<file path="src/rtl/rs_issue_select_pkg.sv">
// Shared types and sizing for the issue-select stage: RS/issue packet layouts,
// FU classes, default per-class issue caps and branch-mask helpers.
package rs_issue_select_pkg;

    localparam int RS_SZ           = 8;
    localparam int N               = 3;
    localparam int FU_CLASSES      = 4;
    localparam int B_MASK_W        = 4;
    localparam int TAG_W           = 6;
    localparam int RS_IDX_W        = $clog2(RS_SZ);
    localparam int NUM_SCALAR_BITS = $clog2(N + 1);
    localparam int CAP_W           = NUM_SCALAR_BITS;

    localparam int NUM_ALU_DEF  = 3;
    localparam int NUM_MULT_DEF = 1;
    localparam int NUM_LDST_DEF = 1;
    localparam int NUM_BR_DEF   = 1;

    typedef enum logic [1:0] {
        FU_ALU  = 2'd0,
        FU_MULT = 2'd1,
        FU_LDST = 2'd2,
        FU_BR   = 2'd3
    } fu_type_e;

    typedef struct packed {
        logic [TAG_W-1:0]    tag;
        fu_type_e            fu_type;
        logic [B_MASK_W-1:0] b_mask;
        logic                src1_ready;
        logic                src2_ready;
    } rs_packet_t;

    typedef struct packed {
        logic [TAG_W-1:0]    tag;
        fu_type_e            fu_type;
        logic [B_MASK_W-1:0] b_mask;
        logic [RS_IDX_W-1:0] rs_idx;
    } issue_packet_t;

    // An op dies when it sits in the shadow of the branch that just mispredicted.
    function automatic logic is_squashed(input logic [B_MASK_W-1:0] b_mask,
                                         input logic [B_MASK_W-1:0] resolve,
                                         input logic                mispred);
        return mispred & (|(b_mask & resolve));
    endfunction

    function automatic logic [B_MASK_W-1:0] clear_resolved(input logic [B_MASK_W-1:0] b_mask,
                                                           input logic [B_MASK_W-1:0] resolve,
                                                           input logic                mispred);
        return mispred ? b_mask : (b_mask & ~resolve);
    endfunction

endpackage

</file>
<file path="src/rtl/rs_issue_select_if.sv">
// Bundle of RS-side inputs, branch-resolution inputs and issue outputs of rs_issue_select.
interface rs_issue_select_if;
    import rs_issue_select_pkg::*;

    rs_packet_t    [RS_SZ-1:0]      rs_data;
    logic          [RS_SZ-1:0]      rs_valid;
    logic          [FU_CLASSES-1:0] fu_ready;
    logic                           ex_ready;
    logic          [B_MASK_W-1:0]   b_mm_resolve;
    logic                           b_mm_mispred;
    logic          [RS_SZ-1:0]      rs_data_issuing;
    issue_packet_t [N-1:0]          is_packets;
    logic          [N-1:0]          is_valid;
    logic [NUM_SCALAR_BITS-1:0]     num_issued;

    modport master (
        output rs_data, rs_valid, fu_ready, ex_ready, b_mm_resolve, b_mm_mispred,
        input  rs_data_issuing, is_packets, is_valid, num_issued
    );

    modport slave (
        input  rs_data, rs_valid, fu_ready, ex_ready, b_mm_resolve, b_mm_mispred,
        output rs_data_issuing, is_packets, is_valid, num_issued
    );

endinterface

</file>
<file path="src/rtl/rs_issue_select_rr_select.sv">
// Wrapped priority selector: grants the first `cap` requests found scanning
// upward from `start`, wrapping modulo SZ.
module rs_rr_select #(
    parameter int SZ    = 8,
    parameter int PTR_W = 3,
    parameter int CAP_W = 2
) (
    input  logic [SZ-1:0]    req,
    input  logic [PTR_W-1:0] start,
    input  logic [CAP_W-1:0] cap,
    output logic [SZ-1:0]    grant
);

    int               pos;
    logic [PTR_W-1:0] idx;
    logic [CAP_W-1:0] cnt;

    always_comb begin
        grant = '0;
        pos   = 0;
        idx   = '0;
        cnt   = '0;
        for (int k = 0; k < SZ; k++) begin
            pos = int'(start) + k;
            if (pos >= SZ) pos = pos - SZ;
            idx = PTR_W'(pos);
            if (req[idx] && (cnt < cap)) begin
                grant[idx] = 1'b1;
                cnt        = cnt + CAP_W'(1);
            end
        end
    end

endmodule

</file>
<file path="src/rtl/rs_issue_select.sv">
// Issue stage: rotating-priority selection of ready RS entries under per-class caps,
// feeding an IS/EX register that tracks branch resolution while it holds.
module rs_issue_select
    import rs_issue_select_pkg::*;
#(
    parameter int NUM_ALU  = NUM_ALU_DEF,
    parameter int NUM_MULT = NUM_MULT_DEF,
    parameter int NUM_LDST = NUM_LDST_DEF,
    parameter int NUM_BR   = NUM_BR_DEF
) (
    input logic              clock,
    input logic              reset,
    rs_issue_select_if.slave io
);

    function automatic logic [CAP_W-1:0] class_cap(input int c);
        case (c)
            0:       return CAP_W'(NUM_ALU);
            1:       return CAP_W'(NUM_MULT);
            2:       return CAP_W'(NUM_LDST);
            default: return CAP_W'(NUM_BR);
        endcase
    endfunction

    logic [RS_SZ-1:0]                  ready;
    logic [FU_CLASSES-1:0][RS_SZ-1:0]  class_req;
    logic [FU_CLASSES-1:0][RS_SZ-1:0]  class_grant;
    logic [RS_SZ-1:0]                  merged;
    logic [RS_SZ-1:0]                  sel_mask;
    logic [N-1:0]                      sel_valid;
    issue_packet_t [N-1:0]             sel_packets;
    logic [RS_IDX_W-1:0]               last_idx;
    logic [NUM_SCALAR_BITS-1:0]        slot;
    int                                ord_pos;
    logic [RS_IDX_W-1:0]               ord_idx;
    logic                              hold;

    logic [RS_IDX_W-1:0]               prio_ptr_q, prio_ptr_d;
    logic [N-1:0]                      is_valid_q, is_valid_d;
    issue_packet_t [N-1:0]             is_packets_q, is_packets_d;

    always_comb begin
        ready     = '0;
        class_req = '0;
        for (int i = 0; i < RS_SZ; i++) begin
            ready[i] = io.rs_valid[i]
                     & io.rs_data[i].src1_ready
                     & io.rs_data[i].src2_ready
                     & io.fu_ready[io.rs_data[i].fu_type]
                     & ~is_squashed(io.rs_data[i].b_mask, io.b_mm_resolve, io.b_mm_mispred);
            for (int c = 0; c < FU_CLASSES; c++) begin
                class_req[c][i] = ready[i] & (int'(io.rs_data[i].fu_type) == c);
            end
        end
    end

    for (genvar c = 0; c < FU_CLASSES; c++) begin : g_class
        rs_rr_select #(
            .SZ    (RS_SZ),
            .PTR_W (RS_IDX_W),
            .CAP_W (CAP_W)
        ) u_sel (
            .req   (class_req[c]),
            .start (prio_ptr_q),
            .cap   (class_cap(c)),
            .grant (class_grant[c])
        );
    end

    // Merge class grants, keep the first N in scan order and pack them into slots.
    always_comb begin
        merged      = '0;
        sel_mask    = '0;
        sel_valid   = '0;
        sel_packets = '0;
        last_idx    = prio_ptr_q;
        slot        = '0;
        ord_pos     = 0;
        ord_idx     = '0;
        for (int c = 0; c < FU_CLASSES; c++) begin
            merged = merged | class_grant[c];
        end
        for (int k = 0; k < RS_SZ; k++) begin
            ord_pos = int'(prio_ptr_q) + k;
            if (ord_pos >= RS_SZ) ord_pos = ord_pos - RS_SZ;
            ord_idx = RS_IDX_W'(ord_pos);
            if (merged[ord_idx] && (slot < NUM_SCALAR_BITS'(N))) begin
                sel_mask[ord_idx]           = 1'b1;
                sel_valid[slot]             = 1'b1;
                sel_packets[slot].tag       = io.rs_data[ord_idx].tag;
                sel_packets[slot].fu_type   = io.rs_data[ord_idx].fu_type;
                sel_packets[slot].b_mask    = io.rs_data[ord_idx].b_mask;
                sel_packets[slot].rs_idx    = ord_idx;
                last_idx                    = ord_idx;
                slot                        = slot + NUM_SCALAR_BITS'(1);
            end
        end
    end

    assign hold               = (|is_valid_q) & ~io.ex_ready;
    assign io.rs_data_issuing = hold ? '0 : sel_mask;
    assign io.num_issued      = NUM_SCALAR_BITS'($countones(io.rs_data_issuing));

    always_comb begin
        prio_ptr_d = prio_ptr_q;
        if (|io.rs_data_issuing) begin
            prio_ptr_d = (last_idx == RS_IDX_W'(RS_SZ - 1)) ? '0 : last_idx + RS_IDX_W'(1);
        end
    end

    // Branch resolution applies both to held packets and to packets loading now.
    always_comb begin
        is_valid_d   = '0;
        is_packets_d = '0;
        for (int s = 0; s < N; s++) begin
            is_packets_d[s] = hold ? is_packets_q[s] : sel_packets[s];
            is_valid_d[s]   = (hold ? is_valid_q[s] : sel_valid[s])
                            & ~is_squashed(is_packets_d[s].b_mask, io.b_mm_resolve, io.b_mm_mispred);
            is_packets_d[s].b_mask = clear_resolved(is_packets_d[s].b_mask,
                                                    io.b_mm_resolve, io.b_mm_mispred);
        end
    end

    always_ff @(posedge clock or posedge reset) begin
        if (reset) begin
            prio_ptr_q   <= '0;
            is_valid_q   <= '0;
            is_packets_q <= '0;
        end else begin
            prio_ptr_q   <= prio_ptr_d;
            is_valid_q   <= is_valid_d;
            is_packets_q <= is_packets_d;
        end
    end

    assign io.is_valid   = is_valid_q;
    assign io.is_packets = is_packets_q;

endmodule

</file>
<file path="src/flat_wrapper.sv">
// flat-port wrapper written by rule: the top's interface ports become plain ports
module rs_issue_select_flat import rs_issue_select_pkg::*;
#(
    parameter int NUM_ALU  = NUM_ALU_DEF,
    parameter int NUM_MULT = NUM_MULT_DEF,
    parameter int NUM_LDST = NUM_LDST_DEF,
    parameter int NUM_BR   = NUM_BR_DEF
)
  (clock, reset, io_rs_data, io_rs_valid, io_fu_ready, io_ex_ready, io_b_mm_resolve, io_b_mm_mispred, io_rs_data_issuing, io_is_packets, io_is_valid, io_num_issued);
  rs_issue_select_if io_i ();
  input logic clock;
  input logic reset;
  input wire logic [$bits(io_i.rs_data)-1:0] io_rs_data;
  input wire logic [$bits(io_i.rs_valid)-1:0] io_rs_valid;
  input wire logic [$bits(io_i.fu_ready)-1:0] io_fu_ready;
  input wire logic [$bits(io_i.ex_ready)-1:0] io_ex_ready;
  input wire logic [$bits(io_i.b_mm_resolve)-1:0] io_b_mm_resolve;
  input wire logic [$bits(io_i.b_mm_mispred)-1:0] io_b_mm_mispred;
  output wire logic [$bits(io_i.rs_data_issuing)-1:0] io_rs_data_issuing;
  output wire logic [$bits(io_i.is_packets)-1:0] io_is_packets;
  output wire logic [$bits(io_i.is_valid)-1:0] io_is_valid;
  output wire logic [$bits(io_i.num_issued)-1:0] io_num_issued;
  assign io_i.rs_data = io_rs_data;
  assign io_i.rs_valid = io_rs_valid;
  assign io_i.fu_ready = io_fu_ready;
  assign io_i.ex_ready = io_ex_ready;
  assign io_i.b_mm_resolve = io_b_mm_resolve;
  assign io_i.b_mm_mispred = io_b_mm_mispred;
  assign io_rs_data_issuing = io_i.rs_data_issuing;
  assign io_is_packets = io_i.is_packets;
  assign io_is_valid = io_i.is_valid;
  assign io_num_issued = io_i.num_issued;
  rs_issue_select #(.NUM_ALU(NUM_ALU), .NUM_MULT(NUM_MULT), .NUM_LDST(NUM_LDST), .NUM_BR(NUM_BR)) u_core (.clock(clock), .reset(reset), .io(io_i));
endmodule
</file>
<file path="config.mk">
export PLATFORM = sky130hd
export DESIGN_NAME = rs_issue_select_flat
export DESIGN_NICKNAME = d
export VERILOG_FILES = /design/src/rtl/rs_issue_select_pkg.sv /design/src/rtl/rs_issue_select_if.sv /design/src/rtl/rs_issue_select_rr_select.sv /design/src/rtl/rs_issue_select.sv /design/src/flat_wrapper.sv
export SDC_FILE = /design/constraint.sdc
export NUM_CORES = 1
export LEC_CHECK = 0
export BUFFER_PORTS_ARGS = -buffer_cell sky130_fd_sc_hd__buf_2
export CELL_PAD_IN_SITES_DETAIL_PLACEMENT = 2
export CELL_PAD_IN_SITES_GLOBAL_PLACEMENT = 2
export CORE_UTILIZATION = 32
export DETAILED_ROUTE_END_ITERATION = 8
export GPL_ROUTABILITY_DRIVEN = 1
export PLACE_DENSITY = 0.8
export SKIP_LAST_GASP = 1
export SLEW_MARGIN = 20
export SYNTH_ARGS = -nofsm -noshare
export SYNTH_HDL_FRONTEND = slang
export SYNTH_SLANG_ARGS = --single-unit
</file>
<file path="constraint.sdc">
create_clock -name clock -period 16.1 [get_ports clock]
set_clock_uncertainty 0.15 [all_clocks]
set_input_delay 0.805 -clock clock [delete_from_list [all_inputs] [get_ports clock]]
set_output_delay 0.805 -clock clock [all_outputs]
set_load 0.02 [all_outputs]
</file>
# After elaboration in Yosys (flattened, before gate mapping)
# Cells that the tools add are included.
dict set report op_classes {
  addsub 53
  order_cmp 81
  n_eq_ne 25
  muxes 344
  n_bitwise 151
  reduce_logical 71
}
# operator count
set op_table {}
lappend op_table {{bitwise mux 45 bit} 28}
lappend op_table {{demux 15 bit (select 2 bit)} 28}
lappend op_table {{binary-select mux 14 bit (select 3 bit)} 8}
lappend op_table {{2-to-1 mux 8 bit} 41}
lappend op_table {{2-to-1 mux 45 bit} 7}
lappend op_table {{OR 8 bit} 38}
lappend op_table {{binary-select mux 1 bit (select 3 bit)} 40}
lappend op_table {{2-to-1 mux 15 bit} 8}
lappend op_table {{2-to-1 mux 14 bit} 8}
lappend op_table {{2-to-1 mux 3 bit} 31}
lappend op_table {{bitwise AND 1 bit} 79}
lappend op_table {{2-to-1 mux 1 bit} 72}
lappend op_table {{2-to-1 mux 7 bit} 10}
lappend op_table {{2-to-1 mux 9 bit} 7}
lappend op_table {{2-to-1 mux 2 bit} 30}
lappend op_table {{adder 2 x 1 -> 2 bit, second input constant} 29}
lappend op_table {{bitwise AND 4 bit} 14}
lappend op_table {{logical AND 1 bit} 50}
lappend op_table {{OR reduction 4 bit} 11}
lappend op_table {{< comparator 2 x 1 -> 1 bit, second input constant} 21}
lappend op_table {{< comparator 2 x 3 -> 1 bit, second input constant} 14}
lappend op_table {{== test 2 bit, second input constant} 16}
lappend op_table {{< comparator 3 x 4 -> 1 bit, second input constant} 8}
lappend op_table {{greater-or-equal comparator 4 bit, second input constant} 7}
lappend op_table {{other kinds (28)} 120}
dict set report word_totals {
  register_bits 51
  in_bits 132
  out_inout_bits 58
  word_cells 739
}

# Depth between registers and ports, before layout
# Gate-level depths: netlist of the first run.
dict set report logic_depth {
  depth_word 81
  mapped_depth 75
  ltp_nobuf 65
}

# Modules after synthesis
# Synthesis of the first run repeated with hierarchy kept, for this count alone.
dict set report unflattened {
  hier_cells 2243
  area_unflattened_um2 17474.3
}
# module n_inst cells_per_inst area_each_um2
set by_module_without_submodules {}
lappend by_module_without_submodules {rs_issue_select 1 1439 11192.0}
lappend by_module_without_submodules {{rs_rr_select (u_core.g_class[0].u_sel ...)} 3 200 1552.7}
lappend by_module_without_submodules {{rs_rr_select (u_core.g_class[3].u_sel)} 1 204 1624.1}

# Worst setup path before layout of the first run
# Ideal clock, no wire load.
dict set report synth_path {
  path_type {reg2out}
  startpoint {register u_core.prio_ptr_q[0]}
  endpoint {output io_num_issued[1]}
  arrival_time_ns 15.473
  t_required_ns 15.145
  setup_slack_ns -0.328
  path_stages_with_launch 72
  path_cell_list {dfrtp_1 > clkinv_1 > clkbuf_1 > clkbuf_1 > clkbuf_1 > clkbuf_1 > ha_1 > buf_2 > and3_1 > nand3_1 > o22ai_1 > or4_1 > o21ai_0 > inv_1 > ha_1 > clkbuf_1 > inv_1 > nor2_1 > (+36 left out) > nor2_1 > xnor2_1 > xnor2_4 > inv_2 > ha_1 > nor2_1 > a22oi_2 > nand2_1 > o311a_2 > a221o_1 > nand2_1 > fa_1 > fa_1 > fa_1 > inv_1 > ha_1 > xnor2_1 > xnor2_1}
}
dict set report synth_between {
  elab_chain_len 57
  word_cells_on_any_way 372
  classes_between {52 x add/sub; 59 x order compare; 180 x mux; 38 x bitwise; 43 x reduce/logical}
}
# element line
set synth_rtl {}
lappend synth_rtl {{from (decl)} rs_issue_select.sv:38} ;# logic [RS_IDX_W-1:0] prio_ptr_q, prio_ptr_d;
lappend synth_rtl {{from (signal assigned)} rs_issue_select.sv:130} ;# prio_ptr_q <= prio_ptr_d;
lappend synth_rtl {{greater-or-equal comparator 3 x 4 -> 1 bit or subtractor 3 x 1 -> 3 bit (tied branches)} {rs_issue_select_rr_select.sv:25, rs_issue_select.sv:85}}
lappend synth_rtl {{2-to-1 mux 3 bit} {rs_issue_select_rr_select.sv:25, rs_issue_select.sv:85}}
lappend synth_rtl {{binary-select mux 1 bit (select 3 bit)} rs_issue_select_rr_select.sv:27} ;# if (req[idx] && (cnt < cap)) begin
lappend synth_rtl {{2-to-1 mux 1 bit (not written as such)} rs_issue_select_rr_select.sv:27}
lappend synth_rtl {{2-to-1 mux 1 bit} rs_issue_select_rr_select.sv:27}
lappend synth_rtl {{< comparator 2 bit or < comparator 2 x 1 -> 1 bit (tied branches)} rs_issue_select_rr_select.sv:27}
lappend synth_rtl {{logical AND 1 bit} rs_issue_select_rr_select.sv:27}
lappend synth_rtl {{2-to-1 mux 2 bit} rs_issue_select_rr_select.sv:27}
lappend synth_rtl {{(+41 left out)} -}
lappend synth_rtl {{2-to-1 mux 2 bit} rs_issue_select.sv:87} ;# if (merged[ord_idx] && (slot < NUM_SCALAR_BITS'(N))) begin
lappend synth_rtl {{< comparator 2 bit} rs_issue_select.sv:87}
lappend synth_rtl {{logical AND 1 bit} rs_issue_select.sv:87}
lappend synth_rtl {{2-to-1 mux 8 bit *} rs_issue_select.sv:87}
lappend synth_rtl {{2-to-1 mux 8 bit *} rs_issue_select.sv:101} ;# assign io.rs_data_issuing = hold ? '0 : sel_mask;
lappend synth_rtl {{adder 1 x 1 -> 2 bit (not written as such)} rs_issue_select.sv:102} ;# assign io.num_issued = NUM_SCALAR_BITS'($countones(io.rs_data_issuing));
lappend synth_rtl {{adder 2 bit (not written as such)} rs_issue_select.sv:102}
lappend synth_rtl {{adder 2 bit (not written as such) *} rs_issue_select.sv:102}
lappend synth_rtl {{to (decl)} flat_wrapper.sv:22} ;# output wire logic [$bits(io_i.num_issued)-1:0] io_num_issued;
# Mark *: on every way between the ends. The rest lies on a longest branch, timed or not. The select of a mux whose other input is x is not followed.

# Final worst setup path of the first run
# Ends and elaborated chain as after synthesis.

==> results of run 1 <==
## logic make-up (layout without fill, tap and decap cells)
group,Yosys count,in the layout,synth area share
multiplexers,224,224,0.246
other,1,3,0.000256
XOR/XNOR,20,20,0.0132
flip-flops,51,51,0.0872
AND/OR/NAND/NOR,783,783,0.251
buffers and inverters,228,348,0.0627
AO/OA/AOI/OAI,602,602,0.296
adder cells (fa/ha/maj),48,48,0.0431
## what timing repair did
item	CTS	global route
hold buffers	0	0
setup endpoints to repair	2	2
pin swaps	2	8
resized for setup	15	50
buffers inserted	3	12
gates cloned	0	1
## worst min-delay path: cells and delay by family (launching register included)
kind	cells	cell delay, ps
AND/OR/NAND/NOR	2	100
flip-flops	1	340
## placed cells by master, fill, tap and decap left out, types with 27 or more instances in the layout
master and n:
o211ai_1 40, nor3_1 54, a211oi_1 29, a22o_1 27, mux2i_1 88, nand3_1 72, buf_4 98, inv_1 46
dfrtp_1 48, o21ai_0 100, nand2_1 296, mux4_2 105, buf_2 185, nor2_1 156, mux2_2 28, ha_1 38
a21oi_1 106
## final cells by class
cell class,count,area [um^2]
inverter,50,196
multi-input combinational,1680,12800
timing repair buffer,290,1780
tap,600,751
clock inverter,2,38.8
fill,5338,28300
sequential,51,1280
clock buffer,6,139
## per-layer routing
layer | wire (um) | up-vias | track usage
met2 | 38300 | 1311 | 0.555
met5 | 18 | - | 0
li1 | - | 7795 | -
met3 | 9860 | 248 | 0.0708
met4 | 4340 | 2 | 0.158
met1 | 36300 | 9667 | 0.509
## worst max-delay path by stage
stage / cells after the start / slack [ps] / endpoint
global route: 64 / -100 / io_num_issued[1]
floorplan: 71 / 60 / io_num_issued[1]
finish: 62 / 580 / io_num_issued[1]
detailed placement: 62 / -560 / io_num_issued[1]
CTS: 62 / 20 / io_num_issued[1]
global placement: 62 / 270 / io_num_issued[1]
## flip-flops by register name, indices dropped and copies added, names as in the netlist
signal	flops
u_core.io.is_valid	3
u_core.io.is_packets	45
u_core.prio_ptr_q	3
## stage by stage
stage          cells  utilization  cell area [um^2]  hold slack, ps  TNS, ps
5_1_grt         2679        0.374             16900             353    -96.2
4_1_cts         2666        0.367             16600             330        0
6_report        2679        0.374             16900             322        0
3_5_place_dp    2655        0.361             16400             315     -821
3_3_place_gp    2655        0.361             16400             299        0
2_1_floorplan   1959            -             14700             433        0
==> reports/results.txt, run 1 <==
Overflow after GRT: 0
Nets@finish: 2,258
Die X: 216 um
First-pass GRT wire length: 130,000 um
Initial antenna violation count: 2
WHS Endpoint: u_core.io.is_packets[15]
Layout cell share with drive strength beyond 1: 0.254
Buf+Inv Stages, Crit Path: 11
Largest stage delay, worst path: 660 ps
Synth area leader: mux4_2
Crit path DAT: 14,570 ps
Worst r2r src: u_core.prio_ptr_q[0]
Root Buffer: clkbuf_16
Vias post-DR: 19,000
CTS Buf Count: 5
F_max: 64.4 MHz
Post-synth top flop: dfrtp_1
Initial Util: 0.323
Hold_sp: u_core.io.is_packets[15]
Syn-to-layout area delta: 15.7%
Clk buf depth: 2
Post-Synthesis Cell Area: 14,600 um^2
Core ar.: 45,300 um^2
Worst hold path cell count: 2
Seq/Total Area, Yosys: 0.0872
Final Hold Fails: 0
Top cell by count, worst path: nand2_1
Routed len/inst: 33.2 um
Die H: 216 um
EDFF count, synth: 0
Die area: 46,600 um^2
Worst Hold Class: flop to flop
Initial DRC count: 2,319
CP top delay family: adder cells
Residual DRC: 0
GRT Total Usage: 0.368
Reg clk slew, reported paths: 70 ps
H-Tree Level Count: 2
Seq cells post-synth: 51
Yosys warning count: 0
Clock Latency Late Sink: 300 ps
Std-Cell Rows: 78
Ports: 190
Pin count of the biggest net entering global routing: 116
Period utilization: 0.964
Gpl congestion: 1.01
Syn Inst Count: 1,957
Clock sinks: 51
Crit Path Max Fanout: 14
Max-cap violations: 0
Synth unique cells: 108
Setup violators final: 0
Status: complete, no violations
Routed Antenna Nets: 0
DPL Wire Length: 69,200 um
CP max stage cell: fa_1
# port buffers: 189
Worst-Margin Slew: 1230 ps
TritonCTS clock tree: built
R2r worst-path depth: 58
Worst R2R End: u_core.io.is_valid[0]
Max Slew Vio Count: 0
Slew margin rel.: 0.172
Most common cell in the netlist: nand2_1
Critical Path RT: 15,150 ps
PnR worst setup slack: 575 ps
Post-DR vias/cell: 7.10
CP Launch Type: flop
WL final: 88,800 um
# diodes: 0
Post-synth top area share: 0.162
Final min period: 15,520 ps
Category of the critical setup timing path: flop to primary output
Place WS: -562 ps
Synth Area per Inst: 7.48 um^2
Vias in the first global route: 19,300
Ys async rst share: 1.00
Critical path capture point type: primary output
Top post-synthesis cells by count: 299 x nand2_1, 165 x nor2_1, 123 x clkbuf_1, 107 x a21oi_1, 105 x mux4_2
Area contributors post-synth: mux4_2 16%, dfrtp_1 8.7%, nand2_1 7.7%
Critical path origin: u_core.prio_ptr_q[0]
First drt pass iteration count: 6
R2R Setup Slk: 2430 ps
Power of run 1 is left out: the tool's default activity adds up to more than one toggle a clock period on the data nets, which glitch-free logic cannot reach.
==> run 2, diff against run 1 <==
--- a/config.mk
+++ b/config.mk
@@ -5,13 +5,14 @@
 export SDC_FILE = /design/constraint.sdc
 export NUM_CORES = 1
 export LEC_CHECK = 0
+export ABC_AREA = 1
 export BUFFER_PORTS_ARGS = -buffer_cell sky130_fd_sc_hd__buf_2
 export CELL_PAD_IN_SITES_DETAIL_PLACEMENT = 2
 export CELL_PAD_IN_SITES_GLOBAL_PLACEMENT = 2
-export CORE_UTILIZATION = 32
+export CORE_UTILIZATION = 28
 export DETAILED_ROUTE_END_ITERATION = 8
 export GPL_ROUTABILITY_DRIVEN = 1
-export PLACE_DENSITY = 0.8
+export PLACE_DENSITY_LB_ADDON = 0.3
 export SKIP_LAST_GASP = 1
 export SLEW_MARGIN = 20
 export SYNTH_ARGS = -nofsm -noshare
==> reports/results.txt, run 2 <==
Yosys warning count: 0 (unchanged)
Commonest non-fill, non-tap cell in the layout: nand2_1 (unchanged)
TritonCTS clock tree: built (unchanged)
Crit path DAT: 14,110 ps (was 14,570 ps)
Worst r2r src: u_core.prio_ptr_q[0] (unchanged)
CP endpoint: io_num_issued[1] (unchanged)
Residual DRC: 0 (unchanged)
Clk buf depth: 2 (unchanged)
F_max: 66.4 MHz (was 64.4 MHz)
Synth unique cells: 61 (was 108)
Fin Setup TNS: 0 ps (unchanged)
DPL Wire Length: 68,700 um (was 69,200 um)
CP Depth: 80 (was 62)
Seq cells post-synth: 51 (unchanged)
Grt met1 use: 0.381 (was 0.509)
Initial antenna violation count: 2 (unchanged)
Hold Slack: 332 ps (was 322 ps)
Commonest cells after routing, fill and taps aside: 785 x nand2_1, 311 x o21ai_0, 276 x nand3_1, 196 x inv_1, 189 x buf_2 (was 296 x nand2_1, 185 x buf_2, 156 x nor2_1, 106 x a21oi_1, 105 x mux4_2)
Ys async rst share: 1.00 (unchanged)
Seq/Total Area, Yosys: 0.0863 (was 0.0872)
Ports: 190 (unchanged)
EDFF count, synth: 0 (unchanged)
Syn Inst Count: 2,656 (was 1,957)
Max reg flops: 45 (unchanged)
Std-Cell Rows: 83 (was 78)
Top post-synthesis cells by count: 789 x nand2_1, 311 x o21ai_0, 276 x nand3_1, 200 x inv_1, 147 x nor2_1 (was 299 x nand2_1, 165 x nor2_1, 123 x clkbuf_1, 107 x a21oi_1, 105 x mux4_2)
Critical path origin: io_b_mm_mispred (was u_core.prio_ptr_q[0])
CP top delay family: simple AND/OR/NAND/NOR gates (was adder cells)
Area contributors post-synth: nand2_1 20%, o21ai_0 11%, nand3_1 9.3% (was mux4_2 16%, dfrtp_1 8.7%, nand2_1 7.7%)
Largest stage delay, worst path: 560 ps (was 660 ps)
Category of the critical setup timing path: primary input to primary output (was flop to primary output)
Place WS: 280 ps (was -562 ps)
R2R Setup Slk: 3200 ps (was 2430 ps)
Gpl congestion: 0.943 (was 1.01)
Buf+Inv Stages, Crit Path: 22 (was 11)
Setup violators final: 0 (unchanged)
Root Buffer: clkbuf_16 (unchanged)
Clock sinks: 51 (unchanged)
Final Hold Fails: 0 (unchanged)
Routed Antenna Nets: 0 (unchanged)
Post-Synthesis Cell Area: 14,800 um^2 (was 14,600 um^2)
Period utilization: 0.936 (was 0.964)
Overflow after GRT: 0 (unchanged)
Die H: 232 um (was 216 um)
Final min period: 15,070 ps (was 15,520 ps)
Reg clk slew, reported paths: 70 ps (about the same)
Die X: 232 um (was 216 um)
Syn-to-layout area delta: 9.91% (was 15.7%)
Layout cell share with drive strength beyond 1: 0.169 (was 0.254)
Initial Util: 0.286 (was 0.323)
Critical path capture point type: primary output (unchanged)
Max Slew Vio Count: 0 (unchanged)
Post-DR vias/cell: 5.84 (was 7.10)
WL final: 86,500 um (was 88,800 um)
CP Launch Type: primary input (was flop)
Pin count of the biggest net entering global routing: 75 (was 116)
Slew margin rel.: 0.334 (was 0.172)
RSZ-0062 raised after global routing: false
Vias post-DR: 19,900 (was 19,000)
First-pass GRT wire length: 130,000 um (about the same)
CTS Buf Count: 5 (unchanged)
Core ar.: 51,700 um^2 (was 45,300 um^2)
Clock Latency Late Sink: 300 ps (about the same)
Top cell by count, worst path: inv_1 (was nand2_1)
Synth Area per Inst: 5.57 um^2 (was 7.48 um^2)
# port buffers: 189 (unchanged)
Worst R2R End: u_core.io.is_valid[1] (was u_core.io.is_valid[0])
Grt peak-use layer: met2 (unchanged)
Routed len/inst: 25.4 um (was 33.2 um)
Status: complete, no violations (unchanged)
Critical Path RT: 15,150 ps (about the same)
Crit Path Max Fanout: 18 (was 14)
PnR worst setup slack: 1030 ps (was 575 ps)
Met2 Use GR: 0.571 (was 0.555)
H-Tree Level Count: 2 (unchanged)
CP max stage cell: fa_1 (unchanged)
Post-synth top flop: dfrtp_1 (unchanged)
First drt pass iteration count: 5 (was 6)
Nets@finish: 2,905 (was 2,258)
Most common cell in the netlist: nand2_1 (unchanged)
Initial DRC count: 1,287 (was 2,319)
Synth area leader: nand2_1 (was mux4_2)
Hold_buf cts: 0 (unchanged)
Max-cap violations: 0 (unchanged)
GRT Total Usage: 0.316 (was 0.368)
Worst Hold Class: flop to flop (unchanged)
GRT met3 Usage: 0.0219 (was 0.0708)
Post-synth top area share: 0.200 (was 0.162)
Worst-Margin Slew: 999 ps (was 1230 ps)
R2r worst-path depth: 75 (was 58)
Vias in the first global route: 20,900 (was 19,300)
Die area: 53,700 um^2 (was 46,600 um^2)
-- run 2: cell count changes in the layout (fill, tap and decap cells not counted), moves of 41 or more --
cell     before  now
mux2i_1      88   47
inv_1        46  196
buf_4        98   40
o21ai_1       6   48
nand2_1     296  785
o21ai_0     100  311
mux4_2      105    0
nand4_1      21   79
nand3_1      72  276
-- run 2: cells by family (layout without fill, tap and decap cells) --
kind of cell,after synthesis,after routing,share of synthesized area
adders and majority gates,48,48,0.0427
DFF,51,51,0.0863
and+or+nand+nor,1486,1486,0.479
AOI/OAI and AO/OA,609,609,0.234
muxes,47,47,0.0318
buffers and inverters,405,473,0.120
xor gates and xnor gates,9,9,0.00584
other,1,5,0.000254
-- run 2: layout make-up --
type,count,area (um^2)
repair buffers,231,1280
diodes,2,5.00
inverters,234,883
fillers,6690,35500
multi-input cells,2202,11800
well taps,680,851
clock buffers,5,125
clock inverters,3,27.5
flip-flops and latches,51,1280
-- run 2: what timing repair did --
action / CTS / global route
endpoints found under the setup margin: 0 / 2
buffers inserted: 0 / 7
resized for setup: 0 / 14
-- run 2: worst register-to-register path: cells and delay by family (launching register included) --
family / cells / cell delay (ps)
AOI/OAI and AO/OA: 3 / 640
and+or+nand+nor: 46 / 7120
DFF: 1 / 650
buffers and inverters: 17 / 2160
adders and majority gates: 9 / 2110
-- run 2: worst min path at each step --
stage,startpoint,to,slack (ps),depth (start not counted)
2_1_floorplan,u_core.io.is_packets[13],u_core.io.is_packets[13],440,2
3_3_place_gp,u_core.io.is_packets[44],u_core.io.is_packets[44],320,2
3_5_place_dp,u_core.io.is_packets[43],u_core.io.is_packets[43],320,2
4_1_cts,u_core.io.is_packets[43],u_core.io.is_packets[43],330,2
5_1_grt,u_core.io.is_packets[43],u_core.io.is_packets[43],360,2
6_report,u_core.io.is_packets[43],u_core.io.is_packets[43],330,2
-- run 2: stage by stage --
stage	utilization	area, um^2	cells
after global routing	0.314	16200	3408
final	0.314	16200	3408
after CTS	0.312	16100	3399
after floorplan	-	14800	2658
after global placement	0.309	16000	3391
after detailed placement	0.309	16000	3391
-- run 2: per-layer routing --
| metal | up-vias | wire, um |
|---|---|---|
| met5 | - | 0 |
| met4 | 0 | 4320 |
| met3 | 179 | 3020 |
| met2 | 550 | 43000 |
| met1 | 10100 | 36200 |
| li1 | 9110 | - |
Power of run 2 is left out for the same reason.
